===== src/rtl/disp_7seg_mux_if.sv =====
// Host-side bundle for the multiplexed sensor display: conversion request,
// status/result, and the shared segment bus with its digit enables.
interface disp_7seg_mux_if #(
  parameter int DIGITS = 4
);
  logic                start;
  logic [1:0]          mode;
  logic [15:0]         data_in;
  logic                busy;
  logic                done;
  logic                error;
  logic signed [15:0]  value_x10;
  logic [7:0]          seg_out;
  logic [DIGITS-1:0]   an_out;

  // Requester side: issues start/mode/data and observes the display.
  modport master (
    output start, mode, data_in,
    input  busy, done, error, value_x10, seg_out, an_out
  );

  // Display controller side.
  modport slave (
    input  start, mode, data_in,
    output busy, done, error, value_x10, seg_out, an_out
  );
endinterface


===== src/rtl/disp_7seg_mux.sv =====
// Sensor display controller: scales a raw 16-bit SHT4x sample to tenths of
// RH %, deg F or deg C, converts the magnitude to BCD one shift-add-3 step per
// cycle, and scans the result over DIGITS multiplexed 7-segment digits.
module disp_7seg_mux #(
  parameter int DIGITS     = 4,
  parameter int SCAN_DIV   = 100000,
  parameter bit SEG_ACT_LO = 1'b0
) (
  input  logic           clk100MHz,
  input  logic           rst,
  disp_7seg_mux_if.slave bus
);

  localparam int         CNT_W    = $clog2(SCAN_DIV);
  localparam int         IDX_W    = $clog2(DIGITS);
  localparam int         BCD_DIG  = 5;
  localparam logic [7:0] SEG_POL  = SEG_ACT_LO ? 8'hFF : 8'h00;
  localparam logic [7:0] SEG_DASH = 8'h40;
  localparam logic [7:0] SEG_DP   = 8'h80;

  typedef enum logic [2:0] {
    S_IDLE,
    S_SCALE,
    S_OFFSET,
    S_CONVERT,
    S_LOAD
  } state_t;

  // Segment pattern {g..a} for one decimal digit.
  function automatic logic [7:0] seg_code(input logic [3:0] d);
    case (d)
      4'd0:    seg_code = 8'h3F;
      4'd1:    seg_code = 8'h06;
      4'd2:    seg_code = 8'h5B;
      4'd3:    seg_code = 8'h4F;
      4'd4:    seg_code = 8'h66;
      4'd5:    seg_code = 8'h6D;
      4'd6:    seg_code = 8'h7D;
      4'd7:    seg_code = 8'h07;
      4'd8:    seg_code = 8'h7F;
      4'd9:    seg_code = 8'h6F;
      default: seg_code = 8'h00;
    endcase
  endfunction

  // Conversion datapath and FSM state.
  state_t              state_q, state_d;
  logic [1:0]          mode_q, mode_d;
  logic [15:0]         data_q, data_d;
  logic [27:0]         prod_q, prod_d;
  logic signed [15:0]  value_q, value_d;
  logic                sign_q, sign_d;
  logic [15:0]         bin_q, bin_d;
  logic [19:0]         bcd_q, bcd_d;
  logic [3:0]          iter_q, iter_d;
  logic signed [15:0]  value_x10_q, value_x10_d;
  logic                busy_q, busy_d;
  logic                done_q, done_d;
  logic                error_q, error_d;
  logic [7:0]          disp_q [DIGITS];
  logic [7:0]          disp_d [DIGITS];

  // Scan state.
  logic [CNT_W-1:0]    cnt_q, cnt_d;
  logic [IDX_W-1:0]    idx_q, idx_d;
  logic [DIGITS-1:0]   an_q, an_d;
  logic [7:0]          seg_q, seg_d;

  // Per-mode scale factor and offset; mode 11 uses zero for both so the
  // arithmetic path naturally produces a zero result.
  logic [11:0]         k_sel;
  logic [15:0]         o_sel;

  // Scale/offset constants for the captured mode.
  always_comb begin
    // NOTE: every always_comb output gets a default first so no path can
    // leave it unassigned and infer a latch.
    k_sel = 12'd0;
    o_sel = 16'd0;
    case (mode_q)
      2'b00:   begin k_sel = 12'd1250; o_sel = 16'd60;  end
      2'b01:   begin k_sel = 12'd3150; o_sel = 16'd490; end
      2'b10:   begin k_sel = 12'd1750; o_sel = 16'd450; end
      default: begin k_sel = 12'd0;    o_sel = 16'd0;   end
    endcase
  end

  // Segment codes for the finished conversion, consumed in LOAD.
  logic [7:0] codes [DIGITS];
  logic       ovf;
  int         avail;

  // Sign, overflow and leading-zero blanking applied to the BCD result.
  always_comb begin
    avail = sign_q ? DIGITS - 1 : DIGITS;
    ovf   = 1'b0;
    for (int n = 0; n < BCD_DIG; n++) begin
      if (n >= avail && bcd_q[4*n +: 4] != 4'd0) ovf = 1'b1;
    end
    for (int i = 0; i < DIGITS; i++) begin
      if (mode_q == 2'b11 || ovf) begin
        codes[i] = SEG_DASH;
      end else if (sign_q && i == DIGITS - 1) begin
        codes[i] = SEG_DASH;
      end else if (i >= 2 && (bcd_q >> (4 * i)) == 20'd0) begin
        codes[i] = 8'h00;
      end else begin
        codes[i] = seg_code(bcd_q[4*i +: 4]) | ((i == 1) ? SEG_DP : 8'h00);
      end
    end
  end

  logic signed [15:0] diff_v;
  logic [19:0]        bcd_adj;

  // Next-state logic for the conversion FSM and its datapath.
  always_comb begin
    state_d     = state_q;
    mode_d      = mode_q;
    data_d      = data_q;
    prod_d      = prod_q;
    value_d     = value_q;
    sign_d      = sign_q;
    bin_d       = bin_q;
    bcd_d       = bcd_q;
    iter_d      = iter_q;
    value_x10_d = value_x10_q;
    error_d     = error_q;
    done_d      = 1'b0;
    disp_d      = disp_q;
    diff_v      = $signed({4'b0000, prod_q[27:16]}) - $signed(o_sel);
    bcd_adj     = bcd_q;
    for (int n = 0; n < BCD_DIG; n++) begin
      if (bcd_q[4*n +: 4] >= 4'd5) bcd_adj[4*n +: 4] = bcd_q[4*n +: 4] + 4'd3;
    end

    case (state_q)
      S_IDLE: begin
        if (bus.start) begin
          mode_d  = bus.mode;
          data_d  = bus.data_in;
          state_d = S_SCALE;
        end
      end
      S_SCALE: begin
        prod_d  = 28'(k_sel) * 28'(data_q);
        state_d = S_OFFSET;
      end
      S_OFFSET: begin
        value_d = diff_v;
        sign_d  = diff_v[15];
        bin_d   = diff_v[15] ? 16'(-diff_v) : 16'(diff_v);
        bcd_d   = 20'd0;
        iter_d  = 4'd0;
        state_d = S_CONVERT;
      end
      S_CONVERT: begin
        {bcd_d, bin_d} = {bcd_adj[18:0], bin_q, 1'b0};
        iter_d         = iter_q + 4'd1;
        if (iter_q == 4'd15) state_d = S_LOAD;
      end
      S_LOAD: begin
        disp_d      = codes;
        value_x10_d = value_q;
        error_d     = (mode_q == 2'b11);
        done_d      = 1'b1;
        state_d     = S_IDLE;
      end
      default: state_d = S_IDLE;
    endcase

    busy_d = (state_d != S_IDLE);
  end

  // Conversion FSM registers and registered status outputs.
  always_ff @(posedge clk100MHz or posedge rst) begin
    if (rst) begin
      state_q     <= S_IDLE;
      mode_q      <= 2'b00;
      data_q      <= 16'd0;
      prod_q      <= 28'd0;
      value_q     <= 16'sd0;
      sign_q      <= 1'b0;
      bin_q       <= 16'd0;
      bcd_q       <= 20'd0;
      iter_q      <= 4'd0;
      value_x10_q <= 16'sd0;
      busy_q      <= 1'b0;
      done_q      <= 1'b0;
      error_q     <= 1'b0;
      // NOTE: the display array is a few flops, not a RAM, so it is reset
      // to blank along with everything else.
      disp_q      <= '{default: 8'h00};
    end else begin
      // NOTE: state is updated with non-blocking assignments so every flop
      // samples the pre-edge values regardless of statement order.
      state_q     <= state_d;
      mode_q      <= mode_d;
      data_q      <= data_d;
      prod_q      <= prod_d;
      value_q     <= value_d;
      sign_q      <= sign_d;
      bin_q       <= bin_d;
      bcd_q       <= bcd_d;
      iter_q      <= iter_d;
      value_x10_q <= value_x10_d;
      busy_q      <= busy_d;
      done_q      <= done_d;
      error_q     <= error_d;
      disp_q      <= disp_d;
    end
  end

  // Free-running digit scan: dwell counter, digit index, registered drive.
  always_comb begin
    cnt_d = cnt_q + CNT_W'(1);
    idx_d = idx_q;
    if (cnt_q == CNT_W'(SCAN_DIV - 1)) begin
      cnt_d = '0;
      idx_d = (idx_q == IDX_W'(DIGITS - 1)) ? '0 : idx_q + IDX_W'(1);
    end
    an_d  = ~(DIGITS'(1) << idx_q);
    seg_d = disp_q[idx_q] ^ SEG_POL;
  end

  // Scan registers; outputs lag the index by one edge so the first edge
  // after reset already drives digit 0.
  always_ff @(posedge clk100MHz or posedge rst) begin
    if (rst) begin
      cnt_q <= '0;
      idx_q <= '0;
      an_q  <= '1;
      seg_q <= SEG_POL;
    end else begin
      cnt_q <= cnt_d;
      idx_q <= idx_d;
      an_q  <= an_d;
      seg_q <= seg_d;
    end
  end

  assign bus.busy      = busy_q;
  assign bus.done      = done_q;
  assign bus.error     = error_q;
  assign bus.value_x10 = value_x10_q;
  assign bus.seg_out   = seg_q;
  assign bus.an_out    = an_q;

endmodule


===== src/flat_wrapper.sv =====
// flat-port wrapper written by rule: the top's interface ports become plain ports
module disp_7seg_mux_flat 
#(
  parameter int DIGITS     = 4,
  parameter int SCAN_DIV   = 100000,
  parameter bit SEG_ACT_LO = 1'b0
)
  (clk100MHz, rst, bus_start, bus_mode, bus_data_in, bus_busy, bus_done, bus_error, bus_value_x10, bus_seg_out, bus_an_out);
  disp_7seg_mux_if #(.DIGITS(DIGITS)) bus_i ();
  input  logic clk100MHz;
  input  logic rst;
  input wire logic [$bits(bus_i.start)-1:0] bus_start;
  input wire logic [$bits(bus_i.mode)-1:0] bus_mode;
  input wire logic [$bits(bus_i.data_in)-1:0] bus_data_in;
  output wire logic [$bits(bus_i.busy)-1:0] bus_busy;
  output wire logic [$bits(bus_i.done)-1:0] bus_done;
  output wire logic [$bits(bus_i.error)-1:0] bus_error;
  output wire logic [$bits(bus_i.value_x10)-1:0] bus_value_x10;
  output wire logic [$bits(bus_i.seg_out)-1:0] bus_seg_out;
  output wire logic [$bits(bus_i.an_out)-1:0] bus_an_out;
  assign bus_i.start = bus_start;
  assign bus_i.mode = bus_mode;
  assign bus_i.data_in = bus_data_in;
  assign bus_busy = bus_i.busy;
  assign bus_done = bus_i.done;
  assign bus_error = bus_i.error;
  assign bus_value_x10 = bus_i.value_x10;
  assign bus_seg_out = bus_i.seg_out;
  assign bus_an_out = bus_i.an_out;
  disp_7seg_mux #(.DIGITS(DIGITS), .SCAN_DIV(SCAN_DIV), .SEG_ACT_LO(SEG_ACT_LO)) u_core (.clk100MHz(clk100MHz), .rst(rst), .bus(bus_i));
endmodule

===== config.mk =====
export PLATFORM = sky130hd
export DESIGN_NAME = disp_7seg_mux_flat
export DESIGN_NICKNAME = d
export VERILOG_FILES = /design/src/rtl/disp_7seg_mux_if.sv /design/src/rtl/disp_7seg_mux.sv /design/src/flat_wrapper.sv
export SDC_FILE = /design/constraint.sdc
export NUM_CORES = 1
export LEC_CHECK = 0
export ABC_AREA = 1
export CAP_MARGIN = 15
export CELL_PAD_IN_SITES_DETAIL_PLACEMENT = 1
export CELL_PAD_IN_SITES_GLOBAL_PLACEMENT = 1
export CORE_ASPECT_RATIO = 1.4
export CORE_MARGIN = 2
export CORE_UTILIZATION = 47
export DETAILED_ROUTE_END_ITERATION = 7
export GPL_ROUTABILITY_DRIVEN = 1
export GPL_TIMING_DRIVEN = 0
export PLACE_DENSITY = 0.87
export REMOVE_ABC_BUFFERS = 1
export SLEW_MARGIN = 25
export SYNTH_ARGS = -nofsm -noshare
export SYNTH_HDL_FRONTEND = slang
export SYNTH_SLANG_ARGS = --single-unit

===== constraint.sdc =====
create_clock -name clk100MHz -period 6.8 [get_ports clk100MHz]
set_input_delay 1.36 -clock clk100MHz [delete_from_list [all_inputs] [get_ports clk100MHz]]
set_output_delay 1.36 -clock clk100MHz [all_outputs]
set_load 0.01 [all_outputs]

# == Yosys cells after proc, flatten, opt, wreduce, memory -nomap -nowiden ==
# Memories as Yosys holds them, arrays and structs flattened.
# Index checks and enable logic that the tools add are counted.
# op_classes
n_lt_le_gt_ge,11
n_bitwise,2
n_reduce_logical,18
mux,33
n_shift,1
add_sub_neg,10
eq_ne,10
multipliers,1
# op_table
op,count
two-way mux 8 bit,9
>= comparator 3 x 32 -> 1 bit (first input constant),2
zero test 20 bit,2
one-hot mux 20 bit (2 select lines),1
one-hot mux 12 bit (3 select lines),1
>= comparator 1 x 32 -> 1 bit (first input constant),1
>= comparator 2 x 32 -> 1 bit (first input constant),1
>= comparator 4 x 32 -> 1 bit (first input constant),1
one-hot mux 16 bit (2 select lines),1
multiplier 12 x 16 -> 28 bit,1
one-hot mux 9 bit (3 select lines),1
>= comparator 4 x 3 -> 1 bit (second input constant),5
nonzero test 4 bit,5
adder 17 x 1 -> 17 bit (second input constant),1
equality test 17 bit (second input constant),1
two-way mux 17 bit,1
adder 4 x 2 -> 4 bit (second input constant),4
binary-select mux 8 bit (select 2 bit),1
two-way mux 16 bit,1
two-way mux 4 bit,4
negator 16 bit,1
subtractor 13 x 16 -> 16 bit,1
two-way mux 3 bit,4
one-hot mux 3 bit (4 select lines),1
23 further kinds,35
# totals
n_memories,4
rom_bits,448
in_bits,21
output_inout_bits,31
word_cells,111
ff_bits,188
# memory_table
memory,depth,width,rd,rd_ports_with_merged_regs,write_ports,line_no,text
(name not given),16,7,1,0,0,disp_7seg_mux.sv:31,case (d)
(name not given),16,7,1,0,0,disp_7seg_mux.sv:31,
(name not given),16,7,1,0,0,disp_7seg_mux.sv:31,
(name not given),16,7,1,0,0,disp_7seg_mux.sv:31,

# == Logic depth before layout (Yosys ltp) ==
# Gate-level depths: netlist of the first run.
# depth
depth_word,10
mapped_depth,30
depth_no_buf,27

# == Worst setup path before layout of the first run ==
# No wires, ideal clock.
# synth_timing
kind,flip-flop to flip-flop
start,register u_core.mode_q[0]
end,register u_core.prod_q[21]
setup_slack_ns,1.346
synth_period_minus_slack_ns,5.454
path_stages_with_launch,26
setup_ns,0.118
required_time_ns,6.682
path_buffers,3
arrival_time_ns,5.336
path_cell_list,dfrtp_1 -> clkbuf_1 -> inv_1 -> ha_1 -> clkbuf_1 -> clkbuf_1 -> nand2_1 -> fa_1 -> fa_1 -> inv_1 -> fa_1 -> fa_1 -> inv_1 -> fa_1 -> inv_1 -> ha_1 -> nand2_1 -> nor2_1 -> nor3b_1 -> nand2_1 -> nand2_1 -> nand2_1 -> nand2_1 -> nand2_1 -> nand3_1 -> nand2_1
# synth_between
elab_chain_len,3
elab_cells_between_ends,5
classes_between,mul: 1; eq/ne: 2; mux: 1; reduce/logical: 1
# synth_rtl
item,line_no,text
"start, declared",disp_7seg_mux.sv:48,"logic [1:0] mode_q, mode_d;"
"start signal, assigned",disp_7seg_mux.sv:198,mode_q <= mode_d;
"equality test 2 bit, or another cell as far along",disp_7seg_mux.sv:80,case (mode_q)
one-hot mux 12 bit (3 select lines) *,disp_7seg_mux.sv:80,
multiplier 12 x 16 -> 28 bit *,disp_7seg_mux.sv:146,prod_d = 28'(k_sel) * 28'(data_q);
"end signal, assigned",disp_7seg_mux.sv:200,prod_q <= prod_d;
"end, declared",disp_7seg_mux.sv:50,"logic [27:0] prod_q, prod_d;"
# Mark *: on every way between the ends. The rest lies on a longest branch, timed or not.
# A chain may end at the register's enable or synchronous reset.

# == Worst setup path in the final report of the first run ==
# Ends and elaborated chain as after synthesis.

==> results of run 1 <==
metal layers:
metal,global-route usage (%),share of wire [%],vias up
met1,29.2,37,6083
li1,-,-,5631
met4,15.7,5.7,0
met2,52.1,55,256
met3,3.53,2.3,136
met5,0,0,-
flip-flops by register name, summed over array words and instances (netlist names), 4 cells and up:
register / cells
u_core.bus.an_out: 4
u_core.bcd_q: 20
u_core.prod_q: 12
u_core.bin_q: 16
u_core.disp_q: 29
u_core.bus.seg_out: 8
u_core.value_q: 15
u_core.iter_q: 4
u_core.cnt_q: 17
u_core.data_q: 16
u_core.bus.value_x10: 16
final timing paths:
kind | startpoint | to | slack (ns)
max in group asynchronous | rst | u_core.bus.value_x10[7] | 4.56
worst min register to register | u_core.cnt_q[0] | u_core.cnt_q[0] | 0.46
worst max-delay path | u_core.mode_q[0] | u_core.prod_q[21] | 0.42
worst max register to register | u_core.mode_q[0] | u_core.prod_q[21] | 0.42
min in group asynchronous | rst | u_core.data_q[8] | 1.38
worst min-delay path | u_core.cnt_q[0] | u_core.cnt_q[0] | 0.46
what timing repair did:
| item | in CTS | in global routing |
|---|---|---|
| endpoints found under the hold margin | 0 | 0 |
| endpoints found under the setup margin | 3 | 5 |
| resized for setup | 3 | 2 |
synthesized netlist by cell type, types with 2 or more instances:
cell                       count  area share (%)
sky130_fd_sc_hd__dfstp_2       4            0.75
sky130_fd_sc_hd__nor2_2        3            0.13
sky130_fd_sc_hd__nor3b_1       2            0.11
sky130_fd_sc_hd__o211ai_1      4            0.21
sky130_fd_sc_hd__o21ai_0     112             4.0
sky130_fd_sc_hd__clkbuf_1     30            0.80
sky130_fd_sc_hd__o21ai_1      13            0.46
sky130_fd_sc_hd__nand3b_1      3            0.16
sky130_fd_sc_hd__nor2_1      146             3.9
sky130_fd_sc_hd__xor2_1       15            0.94
sky130_fd_sc_hd__nor3_1       18            0.64
sky130_fd_sc_hd__fa_1        105              15
sky130_fd_sc_hd__inv_2         4            0.11
sky130_fd_sc_hd__o21bai_1      6            0.32
sky130_fd_sc_hd__a31oi_1       2           0.089
sky130_fd_sc_hd__nand4_1      17            0.76
sky130_fd_sc_hd__nand3_1      81             2.9
sky130_fd_sc_hd__or2_2         8            0.36
sky130_fd_sc_hd__a22oi_1       2            0.11
sky130_fd_sc_hd__ha_1        135              12
sky130_fd_sc_hd__a21o_1        2            0.11
sky130_fd_sc_hd__o22ai_1      25             1.1
sky130_fd_sc_hd__nor4_1        3            0.13
sky130_fd_sc_hd__a32o_1        3            0.21
sky130_fd_sc_hd__dfrtp_1     164              29
sky130_fd_sc_hd__a22o_1        3            0.19
sky130_fd_sc_hd__and2_1        2           0.089
sky130_fd_sc_hd__buf_1         5            0.13
sky130_fd_sc_hd__buf_2         4            0.14
sky130_fd_sc_hd__a21oi_1      75             2.7
sky130_fd_sc_hd__nand2_1     377              10
sky130_fd_sc_hd__inv_1       403              11
sky130_fd_sc_hd__xnor2_1       5            0.31
sky130_fd_sc_hd__nor3_2        2            0.14
sky130_fd_sc_hd__o21a_1        2            0.11
sky130_fd_sc_hd__clkinv_1      6            0.16
final cells by class:
type / count / area, um2
multi-input combinational: 1177 / 8140
tap: 380 / 475
sequential: 168 / 4210
clock inverter: 15 / 160
inverter: 413 / 1560
fill: 3682 / 13700
clock buffer: 17 / 425
timing repair buffer: 55 / 584
cell families after synthesis:
kind of cell	after synthesis
AND/OR/NAND/NOR	665
buffers and inverters	453
AO/OA/AOI/OAI	251
adder cells (fa/ha/maj)	240
flip-flops	168
XOR/XNOR	20
multiplexers	1
stage by stage:
| step | util (%) | worst slack [ns] |
|---|---|---|
| 5_1_grt | 53.1 | 0.163 |
| 6_report | 53.1 | 0.415 |
| 2_1_floorplan | - | 0.900 |
| 3_5_place_dp | 51.1 | -0.0579 |
| 3_3_place_gp | 50.8 | -1.48 |
| 4_1_cts | 53.1 | 0.0229 |
==> results.txt, run 1 <==
The highest achievable clock rate is about 160 MHz. STA classifies the critical path endpoint as a flop. The width of the chip came out at 150 um. The worst endpoint required time came out at 7.15 ns.

Leaving out fill and tap cells, the most frequent cell in the layout is sky130_fd_sc_hd__inv_1. The overall global routing resource usage is between 20% and 30%. The final instance area is around 0.016 mm2.

The number of buffers created by CTS is 17. The signal on the critical path passes through inv_1 -> ha_2 -> nand2_1 -> fa_1 -> inv_1 -> fa_1 -> fa_1 -> fa_1 -> inv_1 -> fa_1 -> inv_1 -> ha_1 -> nand2_1 -> nor2_1 -> nor3b_1 -> nand2_1 -> nand2_1 -> nand2_1 -> nand2_1 -> nand2_1 -> nand3_1 -> nand2_1. Counting buffers and inverters, the worst setup path is 22 cells deep.

Of the total synthesized cell area, the portion taken by AND, OR, NAND and NOR gates is about a fifth. The congestion estimate from routability-driven global placement came to 0.901. The smallest hold slack came out at 0.464 ns.

Leaving out fill and tap cells, the most frequent cells in the layout are sky130_fd_sc_hd__inv_1, sky130_fd_sc_hd__nand2_1, sky130_fd_sc_hd__dfrtp_1. The register area share after synthesis is a little under a third. After detailed routing, the number of remaining DRC violations is 0. The count of maximum capacitance violations came out at 0. In the synthesized netlist the dominant register cell turns out to be sky130_fd_sc_hd__dfrtp_1. The count of buffering cells on the critical path with inverters included is 4. The post-route setup TNS came out at 0 ns. The number of setup violations in the final report came out at 0. The synthesized instance count is between 1.5k and 2k. Yosys printed 0 warnings. The number of iterations in the first detailed-routing pass came out at 5.

The post-detailed-route via-to-cell ratio came out at roughly 5.4. The largest net degree at the start of global routing is 86. After layout, the minimum clock period comes to between 6 and 7 ns. The number of max-slew violations in the final report came out at 0. The cell type of the slowest stage on the worst timing path is sky130_fd_sc_hd__dfrtp_2. The starting density of the core is roughly 48%. The total wirelength of the detailed-routed design is 40.8 mm. TritonCTS built the clock tree. The combined area of all synthesized cells came out at roughly 0.014 mm2. The count of endpoints failing hold in the final timing report is 0. Once placement completed, the tool counted placed cells totaling ~2.2k. Compared with the post-synthesis result, the final layout area differs by 10.8%. 52 I/O pins were placed. The per-cell routed wire length is around 18 um. The number of standard cells in the final layout excluding fillers is ~2.2k. The post-detailed-route count of antenna-violating nets came out at 0.

CTS built an H-tree with a depth of 4. In this design, the stage delay of the slowest critical-path cell is roughly 0.60 ns. Of all nets on the critical path, the largest fanout is 18. Synthesis inferred between 150 and 200 register bits.

Setup repair after global routing left no endpoint under its margin. The final HPWL from detailed placement came out at approximately 31 mm. For this design, the sink count on the clock tree is between 150 and 200. The area of placed instances came out at 0.0150 mm2.

Once the clock tree was built, the setup fixing pass inserted 0 buffers. The count of hold buffers inserted by post-cts repair is 0. The number of antenna violations at the first check in global routing is 0. The slew at the pin closest to its max-slew limit came out at approximately 0.87 ns. Multiplexer cells account for 0.0714% of the synthesized area. The number of global-route vias before repair came out at approximately 14k. The worst-case headroom to the max-slew limit came out at between 40% and 50%. The post-CTS clock slew at the launch and capture registers of the worst setup and hold paths is about 0.07 ns.

The tree is rooted in a sky130_fd_sc_hd__clkbuf_16. The cell depth of the worst hold path is 1. The number of vias after detailed routing is 12.1k.

The mean cell area of the mapped netlist is 7.80 um2. In this run the worst hold path is classified as flop to flop. The source-to-sink clock delay at the later pin of the worst-skew pair is between 0.4 and 0.5 ns. The fraction of layout instances using a drive strength above 1 is around 3.7%. Broken down by cell family, the worst path's largest delay share belongs to adder cells.

Data arrives at the worst endpoint at around 6.7 ns. The setup path with the least slack is of type flop to flop. The synthesized netlist devotes under 10% of its cell area to compound gates.

The placeable core area is around 0.029 mm2. The standard-cell row count came out at 74. Of all flip-flops after synthesis, the portion carrying an async set or reset was between 90% and 100%. The final-stage net count is ~2.1k. The vertical die dimension came out at ~210 um. The number of buffers on the longest clock path is 2. The combinational family with the most area after synthesis is adder cells. The final clock skew is around 0.015 ns. The die covers ~0.031 mm2. In this design, the critical path's most frequently occurring cell is sky130_fd_sc_hd__nand2_1. The count of inserted antenna diode cells is 0.

The xor-xnor portion of the synthesized cell area came out at between 1 and 1.5%. The worst path uses between 90% and 100% of the clock period. The number of cells on the worst reg-to-reg path came out at 22.

STA classifies the critical path startpoint as a flop. The number of distinct library cells after synthesis came out at 43. The run finished with clean final reports. The overall overflow remaining after global route is 0. The number of enable flip-flop cells after synthesis is 0. The number of violations reported at the end of detailed-routing iteration 0 is between 400 and 500. The first global-routing pass estimated 68.2 mm of wire. The number of buffers added on ports came out at 51.

The adder-cell area share of the yosys netlist is a little over a quarter.
Power of run 1 is left out: the tool's default activity adds up to more than one toggle a clock period on the data nets, which glitch-free logic cannot reach.
==> run 2: changes to the inputs <==
- CORE_UTILIZATION: 47 -> 48
- CTS_BUF_LIST: unset -> sky130_fd_sc_hd__clkbuf_2
- CTS_CLUSTER_DIAMETER: unset -> 40
- PLACE_DENSITY: 0.87 -> 0.89
==> run 2 against run 1 <==
Against the previous run:
- clock skew grew 0.019 ns
- hold slack better by 0.013 ns
- utilization fell by 0.61 points
- global-route usage is 0.59 points lower
- routed wire length down 3.9%
- sequential share of layout area rose by 0.57 points
- final area is 2.1% lower
- worst setup slack worse by 0.061 ns
- critical path type unchanged
==> results.txt, run 2 (synthesized netlist as in run 1, its figures left out) <==
The post-route setup TNS came out at 0 ns. For this configuration, the core starts out at a cell density of between 40% and 50%. The post-CTS clock slew at the launch and capture registers of the worst setup and hold paths came out at roughly 0.28 ns. The overall global routing resource usage came out at approximately 27%. The library cell used most frequently in the layout, excluding fill and tap cells, is sky130_fd_sc_hd__inv_1. The number of antenna violations at the first check in global routing is 1.

The endpoint identified for the worst register-to-register timing path is u_core.prod_q[25]. The total wirelength of the detailed-routed design came out at between 30 and 40 mm. The area growth from synthesis to final layout came out at 8.54%. The critical path class is flop to flop. The slew at the pin closest to its max-slew limit came out at 0.932 ns. The arrival time at the worst endpoint came out at 7.23 ns. The number of H-tree levels is 4. TritonCTS built the clock tree. The number of global-route vias before repair is about 13k.

The final weighted congestion in routability-driven placement came out at around 0.96. Port buffering added a little over 50 buffers. The uppermost layer routed is met4. The vertical die dimension came out at 206 um. The largest net degree at the start of global routing came out at 94. The top cell types in the final layout, fill and taps aside, are sky130_fd_sc_hd__inv_1, sky130_fd_sc_hd__nand2_1, sky130_fd_sc_hd__dfrtp_1. The share of the clock period used by the worst path is between 90% and 100%. The count of maximum capacitance violations is 0.

In this run the worst setup path begins at u_core.mode_q[0]. The worst endpoint required time came out at between 7 and 8 ns. The number of max-slew violations in the final report is 0.

Summed over all nets, the half-perimeter wirelength after detailed placement is about 32 mm. The first routing iteration left slightly below 400 violations. The number of clock sinks seen by CTS is 168. The number of vias after detailed routing came out at roughly 12k. The detailed route wirelength on metal2 is between 20 and 25 mm. After detailed routing, the met3 layer carries about 850 um of wire. The worst setup path is launched from a flop. The source-to-sink clock delay at the later pin of the worst-skew pair is roughly 0.86 ns. Setup repair after global routing left no endpoint under its margin.

The register bank with the most flops is u_core.disp_q. In this run the count of I/O pins placed on the die edge is between 50 and 60. The startpoint identified for the worst register-to-register timing path is u_core.mode_q[0].

For this run, the detailed router's first-pass iteration total came to 5. The endpoint of the worst setup timing path is u_core.prod_q[25]. The DRC violation count after routing is 0. The run finished with clean final reports. The met1 layer wirelength in the final routing came out at between 10 and 15 mm.

In the routed layout, each cell is associated on average with a via count of 5.33. The slowest stage of the critical path belongs to the cell sky130_fd_sc_hd__dfrtp_1. The fraction of layout instances using a drive strength above 1 is 3.58%. The area enclosed by the die boundary came out at between 0.03 and 0.04 mm2.

The worst pin sits at a relative slew slack of about 38%. The standard-cell row count came out at 74. The largest registers in the layout are u_core.disp_q: 29 flops, u_core.bcd_q: 20 flops, u_core.cnt_q: 17 flops. The number of cells on the worst reg-to-reg path is 21.

The maximum cell stage delay along the critical path is between 0.9 and 1 ns. Setup violations remaining at the end of the flow were counted as 0. The per-cell routed wire length is 17.6 um. STA classifies the critical path endpoint as a flop. The longest clock path from root to sink contains 2 buffers. Counting the buffers created by CTS gives 17. The final clock skew came out at between 0.03 and 0.04 ns. The count of endpoints failing hold in the final timing report is 0. The setup slack of the worst register-to-register path is roughly 0.35 ns. The critical path goes through ha_2 -> nor2_1 -> inv_1 -> fa_1 -> fa_1 -> inv_1 -> fa_1 -> fa_1 -> inv_1 -> fa_1 -> inv_1 -> ha_1 -> nand2_1 -> inv_1 -> nand2_1 -> nor3_1 -> nand3_1 -> nand3_1 -> nand2_1 -> nand3_1 -> nand2_1.

The overall overflow remaining after global route is 0. The width of the chip came out at around 150 um. The global-route wire length before repair is around 65 mm. The highest fanout seen on the critical path is 21. The class of the tightest hold or removal check is flop to flop. The core region is ~0.029 mm2. The flip-flop count of the largest register, all copies and words added came out at 29. The shortest period the worst path allows is 6.45 ns. The count of buffers added by post-CTS timing repair for setup is 0. The post-detailed-route count of antenna-violating nets is 0. The final-stage net count came out at roughly 2.1k. The highest achievable clock rate is between 150 and 200 MHz. The root buffer cell chosen for the clock tree is sky130_fd_sc_hd__clkbuf_2.
==> run 2: how the worst min path moves through the flow <==
stage / from / end / slack, ns / cells after the start
6_report: u_core.cnt_q[0] / u_core.cnt_q[0] / 0.48 / 1
5_1_grt: u_core.cnt_q[0] / u_core.cnt_q[0] / 0.52 / 1
4_1_cts: u_core.cnt_q[0] / u_core.cnt_q[0] / 0.48 / 1
3_5_place_dp: u_core.cnt_q[0] / u_core.cnt_q[0] / 0.45 / 1
3_3_place_gp: u_core.cnt_q[0] / u_core.cnt_q[0] / 0.45 / 1
2_1_floorplan: u_core.cnt_q[0] / u_core.cnt_q[0] / 0.43 / 1
==> run 2: critical path: cells and delay by family, from the launching register on <==
family,cells,cell delay [ns]
AND/OR/NAND/NOR,9,1.23
flip-flops,1,0.99
adder cells (fa/ha/maj),7,3.76
buffers and inverters,5,0.38
==> run 2: repair_timing <==
| item | 4_1_cts | 5_1_grt |
|---|---|---|
| resized for setup | 0 | 4 |
| endpoints found under the setup margin | 0 | 12 |
| hold buffers | 0 | 0 |
==> run 2: routing by layer <==
layer	vias up	track usage, %
li1	5626	-
met1	5905	27.2
met2	220	53.6
met3	121	3.13
met4	0	15.2
met5	-	0
==> run 2: final cells by class <==
cell class	count	area, um2
diodes	1	2.50
clock buffers	18	90.1
clock inverters	13	146
fillers	3683	13800
inverters	413	1560
multi-input cells	1177	8140
flip-flops and latches	168	4210
well taps	380	475
repair buffers	56	608
==> run 2: through the flow <==
step,cell area [um2],hold WS [ns],std cells,util [%],worst slack [ns]
final,15200,0.477,2226,52.5,0.355
after global placement,14900,0.452,2189,51.3,-1.49
after floorplan,13900,0.433,1758,-,0.900
after CTS,15200,0.479,2225,52.5,0.0183
after detailed placement,15000,0.454,2194,51.7,0.0721
after global routing,15200,0.519,2226,52.5,0.0880
Power of run 2 is left out for the same reason.
==> run 3: changes to the inputs <==
- HOLD_SLACK_MARGIN: unset -> 0.06
- SLEW_MARGIN: 25 -> 10
==> run 3 against run 2 <==
Against the previous run:
- worst setup slack worse by 0.13 ns
- register-to-register slack worse by 0.13 ns
- final area hardly changed
- critical path type unchanged
- clock skew is 0.017 ns higher
==> results.txt, run 3 (synthesized netlist as in run 1, its figures left out) <==
The flip-flop count of the largest register, all copies and words added came out at 29. The number of top-level pins came out at between 50 and 60. The count of buffers added by post-CTS timing repair for setup came out at 0. The number of global-route vias before repair is 13.4k. The top cell types in the final layout, fill and taps aside, are sky130_fd_sc_hd__inv_1, sky130_fd_sc_hd__nand2_1, sky130_fd_sc_hd__dfrtp_1. Timing analysis after detailed placement gives a worst setup slack of around 0.042 ns. The width of the chip is about 150 um. The post-CTS clock slew at the launch and capture registers of the worst setup and hold paths came out at 0.29 ns. For the worst-skew pair, the clock arrives at the later sink with an insertion delay of 0.86 ns. The number of antenna violations at the first check in global routing came out at 1. Among all stages on the critical path, the largest delay is contributed by sky130_fd_sc_hd__dfrtp_1. Leaving out filler cells and counting taps, the final layout contains roughly 2.2k. The worst setup path is launched from a flop. Gates resized during post-CTS repair numbered 1. The number of clock sinks seen by CTS came out at between 150 and 200. The core utilization of the finished layout came out at 52.5%. The final worst slack came out at around 0.23 ns. The run finished with clean final reports.

The shortest period the worst path allows came out at 6.57 ns. The number of violations reported at the end of detailed-routing iteration 0 came out at 485. The vertical die dimension is 206 um.

The final weighted congestion in routability-driven placement came out at 0.965. In the final layout, the registers with the most flip-flops are u_core.disp_q: 29 flops, u_core.bcd_q: 20 flops, u_core.cnt_q: 17 flops. The count of maximum capacitance violations is 0.

The number of buffers on the longest clock path came out at 2. The first global-routing pass estimated between 60 and 70 mm of wire. The cell count after placement came out at about 2.2k.

The slew at the pin closest to its max-slew limit came out at roughly 0.93 ns. The number of buffers created by CTS is 17. The post-detailed-route via-to-cell ratio came out at between 5 and 6. For this run, the post-layout net count is approximately 2.1k. The count of buffering cells on the critical path with inverters included came out at 5.

The standard-cell row count is between 70 and 80. The count of hold buffers inserted by post-cts repair is 0. The signal on the critical path passes through ha_2 -> nor2_1 -> inv_1 -> fa_1 -> fa_1 -> inv_1 -> fa_1 -> fa_1 -> inv_1 -> fa_1 -> inv_1 -> ha_1 -> nand2_1 -> inv_1 -> nand2_1 -> nor3_1 -> nand3_1 -> nand3_1 -> nand2_1 -> nand3_1 -> nand2_1. The initial utilization of the core area, before any placement, comes to slightly below 50%. TritonCTS built the clock tree. On the worst path, the slowest cell contributes a delay of about 0.99 ns.

Detailed placement finished with a half-perimeter wire length of just over 30 mm. The number of vias after detailed routing is between 10k and 15k. The area growth from synthesis to final layout is 8.51%. The overall global routing resource usage is 26.6%.

The count of nets left with antenna violations once routing finished came out at 0. The library cell used most frequently in the layout, excluding fill and tap cells, is sky130_fd_sc_hd__inv_1. The final clock skew is 0.0510 ns. The number of iterations in the first detailed-routing pass is 5. The largest delay contributor family on the critical path is adder cells. u_core.disp_q holds more flip-flops than any other register. At the worst endpoint, the arrival time is ~7.3 ns. The floorplan step defined a die boundary enclosing 0.0306 mm2. The worst-case headroom to the max-slew limit came out at between 30% and 40%. The fraction of layout instances using a drive strength above 1 came out at about 3.5%. The count of endpoints failing hold in the final timing report came out at 0. The DRC violation count after routing is 0. The number of max-slew violations in the final report is 0. The number of buffers added on ports came out at 51.

The share of the clock period used by the worst path came out at 96.7%. The worst endpoint required time came out at ~7.6 ns. The number of H-tree levels is 4.

The root cell of the clock tree is sky130_fd_sc_hd__clkbuf_2. The number of setup violations in the final report is 0. The highest achievable clock rate came out at ~150 MHz. Setup repair after global routing left no endpoint under its margin. The largest net degree at the start of global routing is 113. The worst hold path belongs to the class flop to flop.

Wires add up to 38.3 mm. Dividing the detail-routed wire length by the instance count gives ~17 um. The critical path endpoint category is a flop.

The floorplan step defined a core boundary enclosing 0.0290 mm2. The overall overflow remaining after global route is 0. The highest fanout seen on the critical path is 21.

The critical path is of the flop to flop type. Final hold analysis gives a worst-case slack of around 0.48 ns.
-- run 3: changes by cell type in the layout (fill, tap and decap cells not counted), sizes merged --
cell | before | now
buf | 5 | 4
bufinv | 2 | 3
clkinv | 10 | 11
clkinvlp | 3 | 1
inv | 411 | 412
-- run 3: metrics by stage --
step	area [um2]	setup TNS [ns]
floorplan	13900	0
global placement	14900	-241.31
detailed placement	14900	0
CTS	15200	0
global route	15200	0
finish	15200	0
-- run 3: worst paths after layout --
kind	startpoint	to	slack [ns]	cells past startpoint
max in group asynchronous	rst	u_core.bus.value_x10[8]	4.98	3
max reg2reg	u_core.mode_q[0]	u_core.prod_q[25]	0.23	21
min	u_core.cnt_q[0]	u_core.cnt_q[0]	0.48	1
max	u_core.mode_q[0]	u_core.prod_q[25]	0.23	21
min reg2reg	u_core.cnt_q[0]	u_core.cnt_q[0]	0.48	1
min in group asynchronous	rst	u_core.data_q[9]	0.87	2
-- run 3: area by class of cell --
type / instances / area (um2)
clock inverters: 14 / 170
well taps: 380 / 475
fillers: 3663 / 13800
clock buffers: 18 / 90.1
inverters: 413 / 1560
flip-flops and latches: 168 / 4210
multi-input cells: 1177 / 8140
repair buffers: 55 / 581
diodes: 1 / 2.50
-- run 3: layer usage --
layer	vias up	wire length, um	global-route usage, %
met3	100	881	3.07
met1	5854	14600	27.7
met4	0	1590	12.4
met2	216	21300	52.4
li1	5623	-	-
met5	-	0	0
Power of run 3 is left out for the same reason.
